==> config.mk <==
export PLATFORM = sky130hd
export DESIGN_NAME = cc_rdata_arbiter_flat
export DESIGN_NICKNAME = d
export VERILOG_FILES = /design/src/rtl/cc_rdata_arbiter_if.sv /design/src/rtl/cc_rdata_arbiter.sv /design/src/flat_wrapper.sv
export SDC_FILE = /design/constraint.sdc
export NUM_CORES = 1
export LEC_CHECK = 0
export ABC_CLOCK_PERIOD_IN_PS = 2500
export BUFFER_PORTS_ARGS = -buffer_cell sky130_fd_sc_hd__buf_2
export CAP_MARGIN = 20
export CORE_AREA = 4 4 428 430
export CTS_BUF_LIST = sky130_fd_sc_hd__clkbuf_2 sky130_fd_sc_hd__clkbuf_4 sky130_fd_sc_hd__clkbuf_8
export DETAILED_ROUTE_END_ITERATION = 10
export DIE_AREA = 0 0 432 434
export HOLD_SLACK_MARGIN = 0.06
export PLACE_DENSITY = 0.33
export SYNTH_ARGS = -nofsm -noshare
export SYNTH_HDL_FRONTEND = slang
export SYNTH_SLANG_ARGS = --single-unit
==> constraint.sdc <==
create_clock -name clk -period 2.5 [get_ports clk]
set_input_delay 0.375 -clock clk [delete_from_list [all_inputs] [get_ports clk]]
set_output_delay 0.375 -clock clk [all_outputs]
set_load 0.01 [all_outputs]
==> src/rtl/cc_rdata_arbiter_if.sv <==
// Read-data arbiter bus: two FIFO read ports plus the shared beat channel.
// The slave view belongs to the arbiter, the master view to its surroundings.
interface cc_rdata_arbiter_if;
    logic         hit_empty_i;
    logic [517:0] hit_rdata_i;
    logic         hit_rden_o;
    logic         miss_empty_i;
    logic [517:0] miss_rdata_i;
    logic         miss_rden_o;
    logic [63:0]  rdata_o;
    logic         rlast_o;
    logic         rvalid_o;
    logic         rready_i;
    logic         rsrc_o;
    logic         busy_o;

    modport slave (
        input  hit_empty_i, hit_rdata_i,
        input  miss_empty_i, miss_rdata_i,
        input  rready_i,
        output hit_rden_o, miss_rden_o,
        output rdata_o, rlast_o, rvalid_o,
        output rsrc_o, busy_o
    );

    modport master (
        output hit_empty_i, hit_rdata_i,
        output miss_empty_i, miss_rdata_i,
        output rready_i,
        input  hit_rden_o, miss_rden_o,
        input  rdata_o, rlast_o, rvalid_o,
        input  rsrc_o, busy_o
    );
endinterface

==> src/rtl/cc_rdata_arbiter.sv <==
// Round-robin arbiter streaming 512-bit FIFO heads as 8-beat
// critical-word-first bursts over one 64-bit read channel.
module cc_rdata_arbiter #(
    parameter bit RR_INIT = 1'b0
) (
    input  logic              clk,
    input  logic              rst,
    cc_rdata_arbiter_if.slave bus
);

    typedef enum logic {IDLE, BURST} state_t;

    state_t       state_q, state_d;
    logic         gnt_q, gnt_d;
    logic [2:0]   off_q, off_d;
    logic [2:0]   cnt_q, cnt_d;
    logic         last_q, last_d;

    logic [517:0] head;
    logic [511:0] line;
    logic [2:0]   idx;
    logic [8:0]   base;
    logic         hit_req, miss_req;

    // Select the granted head and the current beat's word position.
    always_comb begin
        head     = gnt_q ? bus.miss_rdata_i : bus.hit_rdata_i;
        line     = head[511:0];
        idx      = off_q + cnt_q;
        base     = 9'd511 - {idx, 6'd0};
        hit_req  = !bus.hit_empty_i;
        miss_req = !bus.miss_empty_i;
    end

    // Arbitration, beat sequencing and channel outputs.
    always_comb begin
        state_d         = state_q;
        gnt_d           = gnt_q;
        off_d           = off_q;
        cnt_d           = cnt_q;
        last_d          = last_q;
        bus.rvalid_o    = 1'b0;
        bus.rlast_o     = 1'b0;
        bus.rdata_o     = '0;
        bus.rsrc_o      = 1'b0;
        bus.busy_o      = 1'b0;
        bus.hit_rden_o  = 1'b0;
        bus.miss_rden_o = 1'b0;
        unique case (state_q)
            IDLE: begin
                if (hit_req || miss_req) begin
                    state_d = BURST;
                    gnt_d   = (hit_req && miss_req) ? ~last_q : miss_req;
                    off_d   = gnt_d ? bus.miss_rdata_i[517:515]
                                    : bus.hit_rdata_i[517:515];
                    cnt_d   = 3'd0;
                end
            end
            BURST: begin
                bus.rvalid_o = 1'b1;
                bus.busy_o   = 1'b1;
                bus.rsrc_o   = gnt_q;
                bus.rdata_o  = line[base -: 64];
                bus.rlast_o  = (cnt_q == 3'd7);
                if (bus.rready_i) begin
                    cnt_d = cnt_q + 3'd1;
                    if (cnt_q == 3'd7) begin
                        state_d         = IDLE;
                        last_d          = gnt_q;
                        bus.hit_rden_o  = ~gnt_q;
                        bus.miss_rden_o = gnt_q;
                    end
                end
            end
            default: state_d = IDLE;
        endcase
    end

    // State registers; reset leaves RR_INIT as the tie winner.
    always_ff @(posedge clk or posedge rst) begin
        if (rst) begin
            state_q <= IDLE;
            gnt_q   <= 1'b0;
            off_q   <= 3'd0;
            cnt_q   <= 3'd0;
            last_q  <= ~RR_INIT;
        end else begin
            state_q <= state_d;
            gnt_q   <= gnt_d;
            off_q   <= off_d;
            cnt_q   <= cnt_d;
            last_q  <= last_d;
        end
    end

endmodule

==> src/flat_wrapper.sv <==
// flat-port wrapper written by rule: the top's interface ports become plain ports
module cc_rdata_arbiter_flat 
#(
    parameter bit RR_INIT = 1'b0
)
  (clk, rst, bus_hit_empty_i, bus_hit_rdata_i, bus_miss_empty_i, bus_miss_rdata_i, bus_rready_i, bus_hit_rden_o, bus_miss_rden_o, bus_rdata_o, bus_rlast_o, bus_rvalid_o, bus_rsrc_o, bus_busy_o);
  cc_rdata_arbiter_if bus_i ();
  input  logic clk;
  input  logic rst;
  input wire logic [$bits(bus_i.hit_empty_i)-1:0] bus_hit_empty_i;
  input wire logic [$bits(bus_i.hit_rdata_i)-1:0] bus_hit_rdata_i;
  input wire logic [$bits(bus_i.miss_empty_i)-1:0] bus_miss_empty_i;
  input wire logic [$bits(bus_i.miss_rdata_i)-1:0] bus_miss_rdata_i;
  input wire logic [$bits(bus_i.rready_i)-1:0] bus_rready_i;
  output wire logic [$bits(bus_i.hit_rden_o)-1:0] bus_hit_rden_o;
  output wire logic [$bits(bus_i.miss_rden_o)-1:0] bus_miss_rden_o;
  output wire logic [$bits(bus_i.rdata_o)-1:0] bus_rdata_o;
  output wire logic [$bits(bus_i.rlast_o)-1:0] bus_rlast_o;
  output wire logic [$bits(bus_i.rvalid_o)-1:0] bus_rvalid_o;
  output wire logic [$bits(bus_i.rsrc_o)-1:0] bus_rsrc_o;
  output wire logic [$bits(bus_i.busy_o)-1:0] bus_busy_o;
  assign bus_i.hit_empty_i = bus_hit_empty_i;
  assign bus_i.hit_rdata_i = bus_hit_rdata_i;
  assign bus_i.miss_empty_i = bus_miss_empty_i;
  assign bus_i.miss_rdata_i = bus_miss_rdata_i;
  assign bus_i.rready_i = bus_rready_i;
  assign bus_hit_rden_o = bus_i.hit_rden_o;
  assign bus_miss_rden_o = bus_i.miss_rden_o;
  assign bus_rdata_o = bus_i.rdata_o;
  assign bus_rlast_o = bus_i.rlast_o;
  assign bus_rvalid_o = bus_i.rvalid_o;
  assign bus_rsrc_o = bus_i.rsrc_o;
  assign bus_busy_o = bus_i.busy_o;
  cc_rdata_arbiter #(.RR_INIT(RR_INIT)) u_core (.clk(clk), .rst(rst), .bus(bus_i));
endmodule
# After elaboration in Yosys (flattened, before gate mapping)
# Index checks and enable logic that the tools add are counted.
# classes
addsub	3
n_mul	0
n_div	0
magnitude_cmp	0
n_eq_ne	3
n_shift	1
n_mux	20
bitwise	3
reduce_logical	7
# op_table
cell	count
variable part select 575 x 10 -> 64 bit	1
two-way mux 512 bit	1
two-way mux 64 bit	1
two-way mux 1 bit	13
two-way mux 3 bit	3
subtractor 9 bit (first input constant)	1
case mux 3 bit (2 select lines)	1
AND reduction 2 bit	2
adder 3 x 1 -> 3 bit (second input constant)	1
adder 3 bit	1
== test 3 bit (second input constant)	1
NOT 1 bit	3
AND reduction 3 bit	1
logical NOT 1 bit	2
inequality test 2 x 1 -> 1 bit (second input constant)	1
inequality test 2 bit (second input constant)	1
case mux 1 bit (2 select lines)	1
logical AND 1 bit	1
logical OR 1 bit	1
# word_totals
reg_bits	9
latchBits	0
ramBits	0
romBits	0
inputBits	1041
out_inout_bits	70
wordCells	42
n_memories	0

# Longest topological paths before layout
# depth
word_depth	4
depth_mapped	8
mapped_depth_nobuf	6

# Least setup slack after synthesis
# No wires, ideal clock.
# synth_timing
kind	flip-flop to output port
start	register u_core.cnt_q[0]
end	output bus_rdata_o[43]
t_arrival_ps	1896
t_required_ps	2125
setup_slack_ps	229
path_stages_with_launch	9
path_cell_list	dfrtp_1 ha_1 inv_1 fa_1 xnor3_1 buf_2 buf_4 mux2i_1 o22ai_1
# synth_via
elab_chain_cells	4
# synth_rtl
item	line	rtl
start: declaration	cc_rdata_arbiter.sv:16	logic [2:0] cnt_q, cnt_d;
start signal: assignment	cc_rdata_arbiter.sv:91	cnt_q <= cnt_d;
adder 3 bit	cc_rdata_arbiter.sv:29	idx = off_q + cnt_q;
subtractor 9 bit	cc_rdata_arbiter.sv:30	base = 9'd511 - {idx, 6'd0};
variable part select 575 x 10 -> 64 bit	cc_rdata_arbiter.sv:63	bus.rdata_o = line[base -: 64];
two-way mux 64 bit	cc_rdata_arbiter.sv:49	unique case (state_q)
end: declaration	flat_wrapper.sv:17	output wire logic [$bits(bus_i.rdata_o)-1:0] bus_rdata_o;
# Every way passes these cells.

# Worst setup path in the final report
# layout_timing
start	register u_core.cnt_q[0]
end	output bus_rdata_o[13]
# The elaborated chain is that of the path after synthesis.

==> metrics.txt <==
CTS Buffer Depth=2; skew final=0.443 ps; WP buf/inv=5; Boundary Pins=1111; first-pass GRT wire length=204 mm; post-synthesis sequential area ratio=2.63%; xor and xnor area share after synthesis=0.261%; fmax=332 MHz; Fillers=20800; die area=0.187 mm^2; drt first pass iters=5; register-to-register setup slack=860 ps; Clock Latency Late Sink=240 ps; final setup margin=-514 ps; mux share of post-synthesis cell area=82.9%; initial antenna violation count=408; gpl congestion=0.964; share of the synthesized area in the top cell type=59.5%; peak supply drop=0.862 mV; CP max FO=15; most frequent cells in the layout=1061 x buf_2, 230 x mux4_2, 110 x mux2i_1, 110 x buf_4, 42 x o22ai_1; Critical Path RT=2120 ps; largest family of logic cells by synthesized area=multiplexers; largest net degree at the start of global routing=30; hold_buf cts=0; Rel. slew slack=51.8%; final setup fails=64; DIE HEIGHT=434 um; Setup TNS=-24960 ps; Via density=3.33; CTS tree=built; htree depth=1; die width=432 um; cts bufs inserted=3; Detailed Route WL=179 mm; number of port buffers=1104; Simple-Gate Fraction of Synth Area=1.29%; vias in the first global route=13400; Initial Util=4.80%; FF/Latch Area=230 um^2; GRT Total Usage=17.8%; Hold Crit Class=in -> async; Yosys reg bits=9; Synth Instances=588; initial DRC count=1159; Post-route DRC=0; Mean Syn Cell Area=14.7 um^2; Final Max Tran Viols=0; gr ovfl total=0; Slowest cell on crit path=xnor3_4; Crit path depth=10; Mapped Area=0.00863 mm^2; commonest non-fill, non-tap cell in the layout=buf_2; Crit path max-delay family=buffers and inverters; row cnt=156; post-layout min period=3010 ps; area share of fa/ha/maj cells after synthesis=0.667%; RSZ-0062 raised after global routing=yes; area added between synthesis and finish=124%; wire length per cell=41.9 um; r2r endpoint=u_core.cnt_q[0]; Crit. Startpoint=u_core.cnt_q[0]; pwr/cell area=2000 mW/mm^2; Worst Path Arrival=2640 ps; final period utilization=121%; CTS sink cnt=9; Fin. Hold Viols=0; Synth area leaders=mux4_2 60%, mux2i_1 15%, mux4_1 8.5%, o22ai_1 4.6%, buf_6 3.0%; area of the multi-input gates=0.00815 mm^2; Leak=8.32 nW; post-synthesis net count=1633; root buffer cell=clkbuf_8; Crit path largest cell delay=420 ps; area leader, netlist=mux4_2; CORE AREA=0.180 mm^2; hold slack=112 ps; via count=14200; max cap viols=0; R2R cell count=4; CP Class=reg -> out; share of layout cells above drive strength 1=87.5%; crit path cell chain=ha_4, inv_2, fa_2, xnor3_4, buf_16, buf_12, buf_4, mux2i_1, o22ai_1, buf_2; status=finished, violations left; CP Capture Type=primary output; R2R Path Start=u_core.state_q; Startpoint Class=flop; DP Wirelength=167 mm; YS warnings=0; Final #Nets=2803; failing checks=negative setup slack; Synth cell types=30; CTS clk-pin slew, worst paths=50 ps; Worst Max-Slew Pin Slew=723 ps; Synth Area in Compound Gates=5.54%; remaining antenna violation count=0
==> sequential cells by signal (all words and copies together) (netlist names) <==
register        flops
u_core.cnt_q        3
u_core.gnt_q        1
u_core.last_q       1
u_core.off_q        3
u_core.state_q      1
==> worst reg2reg max path, stage by stage (launching register included) <==
cell,delay [ps]
dfrtp_1,450
buf_4,210
a21oi_1,580
nand3b_1,190
o21ai_0,90
==> worst max path at each step <==
| stage | endpoint | slack, ps |
|---|---|---|
| 3_5_place_dp | bus_rdata_o[56] | -610 |
| 5_1_grt | bus_rdata_o[26] | -570 |
| 4_1_cts | bus_rdata_o[26] | -560 |
| 3_3_place_gp | bus_rdata_o[56] | -590 |
| 2_1_floorplan | bus_rdata_o[43] | 230 |
| 6_report | bus_rdata_o[13] | -510 |
==> synthesized netlist by cell type, drive strengths merged <==
cell type  instances
mux4             256
mux2i            128
o22ai             64
buf               60
clkbuf            27
dfrtp              8
o21ai              6
inv                5
nand2              5
nor2               5
a31oi              3
ha                 3
nand3              3
or3b               3
and2               2
a21o               1
a21oi              1
dfstp              1
fa                 1
nand2b             1
nand3b             1
nor2b              1
o21a               1
o32ai              1
xnor3              1
==> area by class of cell <==
| cell class | instances | share of cell area, % |
|---|---|---|
| Antenna cell | 137 | 1.77 |
| Clock buffer | 4 | 0.252 |
| Inverter | 5 | 0.0970 |
| Multi-Input combinational cell | 487 | 42.1 |
| Sequential cell | 9 | 1.19 |
| Tap cell | 2370 | 15.3 |
| Timing Repair Buffer | 1252 | 39.2 |
==> power breakdown <==
| part | internal (W) | switching, W |
|---|---|---|
| Sequential | 0.000219 | 0.000107 |
| Clock | 0.000122 | 0.0000618 |
| Combinational | 0.0181 | 0.0201 |
==> stage by stage <==
| step | util, % | setup WS [ps] | instances | total power, W | cell area [um^2] |
|---|---|---|---|---|---|
| after floorplan | - | 229 | 588 | 0.0160 | 8630 |
| after global placement | 10.0 | -593 | 4095 | 0.0336 | 18000 |
| after detailed placement | 10.0 | -609 | 4095 | 0.0334 | 18000 |
| after CTS | 10.4 | -562 | 4118 | 0.0378 | 18700 |
| after global routing | 10.7 | -570 | 4201 | 0.0401 | 19200 |
| final | 10.8 | -514 | 4264 | 0.0386 | 19300 |
==> metal layers <==
metal / vias up / part of all wire, % / routed length, um / track usage (%)
met3: 545 / 13 / 22500 / 9.41
met4: 162 / 3.4 / 6100 / 5.55
li1: 5289 / - / - / -
met1: 7005 / 36 / 63900 / 19.6
met5: - / 0.59 / 1060 / 0.885
met2: 1218 / 48 / 85000 / 29.5
==> what timing repair did <==
action / 4_1_cts / 5_1_grt
endpoints found under the setup margin: 64 / 64
buffers inserted: 16 / 5
pin swaps: 8 / 5
gates cloned: 3 / 4
resized for setup: 115 / 27
==> cell families after synthesis <==
group / Yosys count
simple gates: 21
xor+xnor: 1
buf+inv: 92
mux: 384
fa+ha+maj: 4
compound gates: 77
flops: 9
Power figures use the tool's default switching activity.
